[src/rtl/ad_pkg.sv]
// Shared definitions for the ADC serial link blocks.
// The frame receiver, the sclk generator and ad_top all use these.
package ad_pkg;

    localparam int AD_DATA_W = 16;

    localparam logic [2:0] ST_IDLE  = 3'd0;
    localparam logic [2:0] ST_SETUP = 3'd1;
    localparam logic [2:0] ST_SHIFT = 3'd2;
    localparam logic [2:0] ST_DONE  = 3'd3;
    localparam logic [2:0] ST_GAP   = 3'd4;

    typedef enum logic [2:0] {
        IDLE  = ST_IDLE,
        SETUP = ST_SETUP,
        SHIFT = ST_SHIFT,
        DONE  = ST_DONE,
        GAP   = ST_GAP
    } ad_state_t;

endpackage

[src/rtl/ad_shift_in.sv]
// Serial-in shift register with a parallel output register.
// The output register is loaded with the word that includes the bit being shifted in.
module ad_shift_in
    import ad_pkg::*;
#(
    parameter int DATA_W = AD_DATA_W
) (
    input  logic              clk_sys,
    input  logic              rst_n,
    input  logic              shift_en,
    input  logic              load_en,
    input  logic              sdata,
    output logic [DATA_W-1:0] data_out
);

    logic [DATA_W-1:0] shreg;
    logic [DATA_W-1:0] shift_next;

    assign shift_next = {shreg[DATA_W-2:0], sdata};

    always_ff @(posedge clk_sys or negedge rst_n) begin
        if (!rst_n) begin
            shreg    <= '0;
            data_out <= '0;
        end else begin
            if (shift_en) begin
                shreg <= shift_next;
            end
            if (load_en) begin
                data_out <= shift_next;
            end
        end
    end

endmodule

[src/rtl/ad_frame_rx.sv]
// Frames one ADC conversion read: cs_n setup, DATA_W MSB-first samples on pluse, then a cs_n-high gap.
// All sequencing runs in clk_sys; pluse marks each sclk period.
module ad_frame_rx
    import ad_pkg::*;
#(
    parameter int DATA_W    = AD_DATA_W,
    parameter int SETUP_PLS = 2,
    parameter int GAP_PLS   = 4
) (
    input  logic              clk_sys,
    input  logic              rst_n,
    input  logic              start,
    input  logic              pluse,
    input  logic              sdata,
    output logic              cs_n,
    output logic              sclk_en,
    output logic [DATA_W-1:0] data_out,
    output logic              data_vld,
    output logic              busy,
    output logic              err_ovr
);

    localparam int BW = $clog2(DATA_W) + 1;

    ad_state_t state, state_nxt;
    logic [3:0]    pls_cnt, pls_cnt_nxt;
    logic [BW-1:0] bit_cnt, bit_cnt_nxt;
    logic          shift_en, load_en;

    always_ff @(posedge clk_sys or negedge rst_n) begin
        if (!rst_n) begin
            state   <= IDLE;
            pls_cnt <= '0;
            bit_cnt <= '0;
        end else begin
            state   <= state_nxt;
            pls_cnt <= pls_cnt_nxt;
            bit_cnt <= bit_cnt_nxt;
        end
    end

    // A pluse coinciding with start is not counted: IDLE only moves to SETUP.
    always_comb begin
        state_nxt   = state;
        pls_cnt_nxt = pls_cnt;
        bit_cnt_nxt = bit_cnt;
        shift_en    = 1'b0;
        load_en     = 1'b0;
        case (state)
            IDLE: begin
                if (start) begin
                    state_nxt   = SETUP;
                    pls_cnt_nxt = '0;
                end
            end
            SETUP: begin
                if (pluse) begin
                    if (pls_cnt == 4'(SETUP_PLS - 1)) begin
                        state_nxt   = SHIFT;
                        pls_cnt_nxt = '0;
                        bit_cnt_nxt = '0;
                    end else begin
                        pls_cnt_nxt = pls_cnt + 4'd1;
                    end
                end
            end
            SHIFT: begin
                if (pluse) begin
                    shift_en = 1'b1;
                    if (bit_cnt == BW'(DATA_W - 1)) begin
                        load_en     = 1'b1;
                        state_nxt   = DONE;
                        bit_cnt_nxt = '0;
                    end else begin
                        bit_cnt_nxt = bit_cnt + BW'(1);
                    end
                end
            end
            DONE: begin
                state_nxt   = GAP;
                pls_cnt_nxt = '0;
            end
            GAP: begin
                if (pluse) begin
                    if (pls_cnt == 4'(GAP_PLS - 1)) begin
                        state_nxt   = IDLE;
                        pls_cnt_nxt = '0;
                    end else begin
                        pls_cnt_nxt = pls_cnt + 4'd1;
                    end
                end
            end
            default: begin
                state_nxt = IDLE;
            end
        endcase
    end

    // Outputs are registered from the next state so they line up with the state register.
    always_ff @(posedge clk_sys or negedge rst_n) begin
        if (!rst_n) begin
            cs_n     <= 1'b1;
            sclk_en  <= 1'b0;
            data_vld <= 1'b0;
            busy     <= 1'b0;
            err_ovr  <= 1'b0;
        end else begin
            cs_n     <= !((state_nxt == SETUP) || (state_nxt == SHIFT));
            sclk_en  <= (state_nxt == SHIFT);
            data_vld <= (state_nxt == DONE);
            busy     <= (state_nxt != IDLE);
            err_ovr  <= start && (state != IDLE);
        end
    end

    ad_shift_in #(
        .DATA_W(DATA_W)
    ) u_shift_in (
        .clk_sys (clk_sys),
        .rst_n   (rst_n),
        .shift_en(shift_en),
        .load_en (load_en),
        .sdata   (sdata),
        .data_out(data_out)
    );

endmodule

[config.mk]
export PLATFORM = sky130hd
export DESIGN_NAME = ad_frame_rx
export DESIGN_NICKNAME = d
export VERILOG_FILES = /design/src/rtl/ad_pkg.sv /design/src/rtl/ad_shift_in.sv /design/src/rtl/ad_frame_rx.sv
export SDC_FILE = /design/constraint.sdc
export NUM_CORES = 1
export LEC_CHECK = 0
export BUFFER_PORTS_ARGS = -buffer_cell sky130_fd_sc_hd__buf_2
export CAP_MARGIN = 20
export CORE_MARGIN = 4
export CORE_UTILIZATION = 30
export CTS_CLUSTER_DIAMETER = 50
export CTS_CLUSTER_SIZE = 12
export DETAILED_ROUTE_END_ITERATION = 7
export PLACE_DENSITY = 0.53
export SYNTH_ARGS = -nofsm -noshare
export SYNTH_HDL_FRONTEND = slang
export SYNTH_HIERARCHICAL = 1
export SYNTH_SLANG_ARGS = --single-unit
export TNS_END_PERCENT = 100
[constraint.sdc]
create_clock -name clk_sys -period 2.2 [get_ports clk_sys]
set_input_delay 0.44 -clock clk_sys [delete_from_list [all_inputs] [get_ports clk_sys]]
set_output_delay 0.44 -clock clk_sys [all_outputs]
set_load 0.005 [all_outputs]
### Word level (Yosys, flattened, before mapping)

Index checks and enable logic that the tools add are counted.

* register bits after elaboration: 48
* logic and storage cells: 61

* $add $sub $neg: 2
* equality and inequality tests: 15
* muxes and demuxes: 24
* reductions and logical operators: 10

Operators with widths (number)
* $mux 3: 7
* $mux 4: 5
* $mux 5: 4
* $pmux 4 s4: 1
* $pmux 3 s5: 1
* $eq 3x2->1 const B: 4
* $ne 2x2->1 const B: 5
* $pmux 5 s2: 1
* $reduce_and 4->1: 2
* $eq 3x1->1 const B: 2
* $reduce_bool 3->1: 2
* $add 5x1->5 const B: 1
* $eq 5x4->1 const B: 1
* $mux 1: 5
* $add 4x1->4 const B: 1
* $eq 4x1->1 const B: 1
* $eq 4x2->1 const B: 1
* $reduce_bool 4->1: 1
* $eq 3x3->1 const B: 1
* $logic_not 3->1: 1
* $reduce_bool 2->1: 1
* $logic_and 1x1->1: 1
* $logic_not 1->1: 1
* $logic_or 1x1->1: 1

### Longest topological paths before layout

* depth in word-level cells: 7
* mapped depth: 8
* gate-level depth less buffers: 6

### Modules after synthesis

The synthesis kept the hierarchy.

Modules (own cells, without submodules)
* ad_shift_in: times used 1, cells each 66, area an instance 1262.5 sq um, seq. area each 775.7 sq um
* ad_frame_rx: times used 1, cells each 84, area an instance 890.9 sq um, seq. area each 426.7 sq um

### Worst setup path after synthesis

OpenSTA, ideal clock, no wires.

* kind: input port to flip-flop
* from: in pluse
* to: reg u_shift_in.data_out[10]
* library setup time: 0.125 ns
* arrival: 1.619 ns
* data required time: 2.075 ns
* slack: 0.456 ns
* cell stages on the path: 7
* cells stage by stage: clkbuf_1 -> and3_1 -> nand2_1 -> inv_1 -> buf_6 -> buf_12 -> mux2_4

* cells in the longest elaborated chain, start to end: 2

Ends and longest elaborated chain
* from (decl): line ad_frame_rx.sv:13 `input logic pluse,`
* $mux 1: line ad_frame_rx.sv:68 `if (pluse) begin`
* $mux 1: line ad_frame_rx.sv:49 `case (state)`
* via load_en: line ad_frame_rx.sv:28 `logic shift_en, load_en;`
* to (signal assigned): line ad_shift_in.sv:30 `data_out <= shift_next;`
* to (decl): line ad_shift_in.sv:13 `output logic [DATA_W-1:0] data_out`

The timed path passes the listed nets, and every way through them passes these cells.
A chain may end at the register's enable or synchronous reset.

### Final worst setup path

* from: reg bit_cnt[0]
* to: reg u_shift_in.data_out[1]

* cells in the longest elaborated chain, start to end: 4

Ends and longest elaborated chain
* from (decl): line ad_frame_rx.sv:27 `logic [BW-1:0] bit_cnt, bit_cnt_nxt;`
* from (signal assigned): line ad_frame_rx.sv:38 `bit_cnt <= bit_cnt_nxt;`
* $eq 5x4->1: line ad_frame_rx.sv:70 `if (bit_cnt == BW'(DATA_W - 1)) begin`
* $mux 1: line ad_frame_rx.sv:70
* $mux 1: line ad_frame_rx.sv:68
* $mux 1: line ad_frame_rx.sv:49
* via load_en: line ad_frame_rx.sv:28

The timed path passes the listed nets, and every way through them passes these cells.

==> results.ini <==
[detailed_routing]
drt_wl_total_mm=3.47
ant_nets=0
drt-pass1-iter-count=4
drc=0
drtIter0Drc=47
wl_per_cell_microns=12.6
vias=1219
viasPerCell=4.42

[setup_path]
reg2reg_to=u_shift_in/data_out[1]
max_stage_delay_ns=0.39
critical-path-slowest-cell=dfrtp_1
critical_path_class=flop to flop
r2r-start=bit_cnt[0]
crit_chain=ha_1 -> and4b_1 -> nand2_1 -> inv_1 -> buf_4 -> mux2_2
cp-end-kind=flop
required_ns=2.38
rrSetupSlack_ns=0.44
worstPathArrival_ns=1.94
rr_worst_depth=6
crit_family=flip-flops
start_kind=flop
path_buf_inv=2
crit_fanout=16

[logic_synthesis]
syn-num-nets=158
syn_inst=150
ys_seq_area_share_pct=55.8
postSynthAreaPerCell_sq_um=14.4
synth-seq-cells=48
netlist_area_sq_um=2150
synth_fa_ha_area_share_pct=1.74
synth_edf_count=0
synth-simple-area-share_pct=9.36
synth_xor_area_share_pct=0
synth_top_family_by_area=multiplexers
synth-compound-area-share_pct=7.61
synthMuxAreaShare_pct=21.2
yosys_warnings=6
async_flop_share_pct=100
ys_types=41
ys.flop_type=dfrtp_1

[global_route]
first_global_vias=1247
grt_pass1_wl_mm=6.14
grt_max_degree=49
grtUsageTotal_pct=8.93
overflow=0
antenna_found_initial=0

[clock_network]
h-tree-depth=2
cts_buffers=5
path_clk_slew_ns=0.09
cts_setup_buffers=0
cts_resized=0
clock_path_buffers=2
insertion_delay_ns=0.29
numClockSinks=48
cts_tree=done
cts-root-buf=clkbuf_8
cts_hold_buf=0

[layout]
drive_above_1_share_pct=41.7
fillers=684
antenna_cells=0
syn_to_final_growth_pct=13.9
final_cell_count_no_fill=276
multi_input_area_sq_um=860
area.sequential_sq_um=1200
layout.nets=187

[floorplan]
start_util_pct=31.3
fp.dieH_microns=92.7
io_pins=26
core_sq_um=6870
die_area_sq_um=8600
rows=30
die_width_microns=92.7

[sta]
finalSetupTns_ns=0
hold_viol=0
setup_violations=0
drv_slew=0
fin_skew_ns=0.00785
grt_setup_unrepaired=false
worstMarginPinSlew_ns=0.592
max_clock_freq_ghz=0.567
finalCritPeriodShare_pct=80.1
post-route-min-period_ns=1.76
relSlewSlack_pct=60.6

[power]
peakVddDrop_mv=0.458
leakagePower_nw=1.23
power_density_nw_per_um2=898

[placement]
portBuffers=25
dp_hpwl_mm=2.36
place_inst=268
place_congestion=0.692

[worst_hold_path]
hp-class=input pin to asynchronous set/reset pin

[run]
max_cap_violations=0

[status]
status=complete, no violations

## logic make-up after synthesis
kind of cell               after synthesis
DFF                                     48
buffers and inverters                   11
AOI/OAI and AO/OA                       23
adders and majority gates                3
and+or+nand+nor                         31
muxes                                   34
## state kept, by name (all words and copies together) (netlist names)
signal               cells
bit_cnt                  5
busy                     1
cs_n                     1
data_vld                 1
err_ovr                  1
pls_cnt                  4
sclk_en                  1
state                    3
u_shift_in/data_out     16
u_shift_in/shreg        15
## how the worst max path moves through the flow
stage,from,to,slack (ns),cells past startpoint
3_5_place_dp,bit_cnt[0],u_shift_in/data_out[2],0.43,6
6_report,bit_cnt[0],u_shift_in/data_out[1],0.44,6
4_1_cts,bit_cnt[0],u_shift_in/data_out[1],0.42,6
5_1_grt,bit_cnt[0],u_shift_in/data_out[1],0.29,6
2_1_floorplan,pluse,u_shift_in/data_out[10],0.46,7
3_3_place_gp,pluse,u_shift_in/data_out[13],0.47,6
## cells in the mapped netlist, drive strengths merged (3+ instances only)
cell type | number | area, sq um
dfrtp | 47 | 1180
mux2 | 33 | 447
nand2 | 8 | 30.0
o21ai | 7 | 35.0
buf | 6 | 72.6
nand2b | 5 | 38.8
and3 | 3 | 18.8
ha | 3 | 37.5
inv | 3 | 11.3
o2bb2ai | 3 | 26.3
## placed cells by master, fill, tap and decap left out, types with 2 or more instances in the layout
cell type | netlist | layout
and3_1 | 3 | 3
mux2_4 | 20 | 20
nor2_1 | 2 | 2
clkbuf_8 | 0 | 6
o21ai_1 | 3 | 3
o21ai_0 | 4 | 4
inv_1 | 3 | 3
dfrtp_1 | 47 | 47
mux2_2 | 13 | 13
nand3_1 | 2 | 2
and4b_1 | 2 | 2
ha_1 | 3 | 3
nand2_1 | 8 | 8
buf_4 | 0 | 5
clkinvlp_4 | 0 | 2
buf_2 | 2 | 25
o2bb2ai_1 | 3 | 3
nand2b_1 | 4 | 4
a21oi_1 | 2 | 2
nor2b_1 | 2 | 2
## power by group
| part | total (mW) | internal (mW) | switching, mW | leakage (nW) |
|---|---|---|---|---|
| Sequential | 1.09 | 0.997 | 0.0918 | 0.654 |
| Combinational | 0.570 | 0.277 | 0.294 | 0.528 |
| Clock | 0.544 | 0.255 | 0.290 | 0.0434 |
## stage by stage
stage / power (mW) / hold slack [ns] / util [%] / setup slack (ns) / instance area [sq um]
after global placement: 1.69 / 0.482 / 34.3 / 0.473 / 2360
after CTS: 2.24 / 0.250 / 35.7 / 0.417 / 2450
after global routing: 2.38 / 0.269 / 35.7 / 0.291 / 2450
after floorplan: 1.53 / 0.144 / - / 0.456 / 2150
after detailed placement: 1.68 / 0.483 / 34.3 / 0.430 / 2360
final: 2.20 / 0.228 / 35.7 / 0.437 / 2450
## area by class of cell
class                           instances  share of cell area, %
Sequential cell                        48                   49.0
Multi-Input combinational cell         91                   35.0
Clock inverter                          2                  0.612
Tap cell                               96                   4.90
Inverter                                3                  0.459
Clock buffer                            6                   3.37
Timing Repair Buffer                   30                   6.63
## per-layer routing
layer / GRT usage [%] / part of all wire, % / routed length (microns) / vias to the layer above
met5: 0 / 0 / 0 / -
met4: 2.56 / 0.61 / 21 / 0
met3: 2.92 / 4.6 / 159 / 4
met2: 12.3 / 44 / 1510 / 26
met1: 13.3 / 51 / 1770 / 593
li1: - / - / - / 596
(Power assumes the default switching activity.)
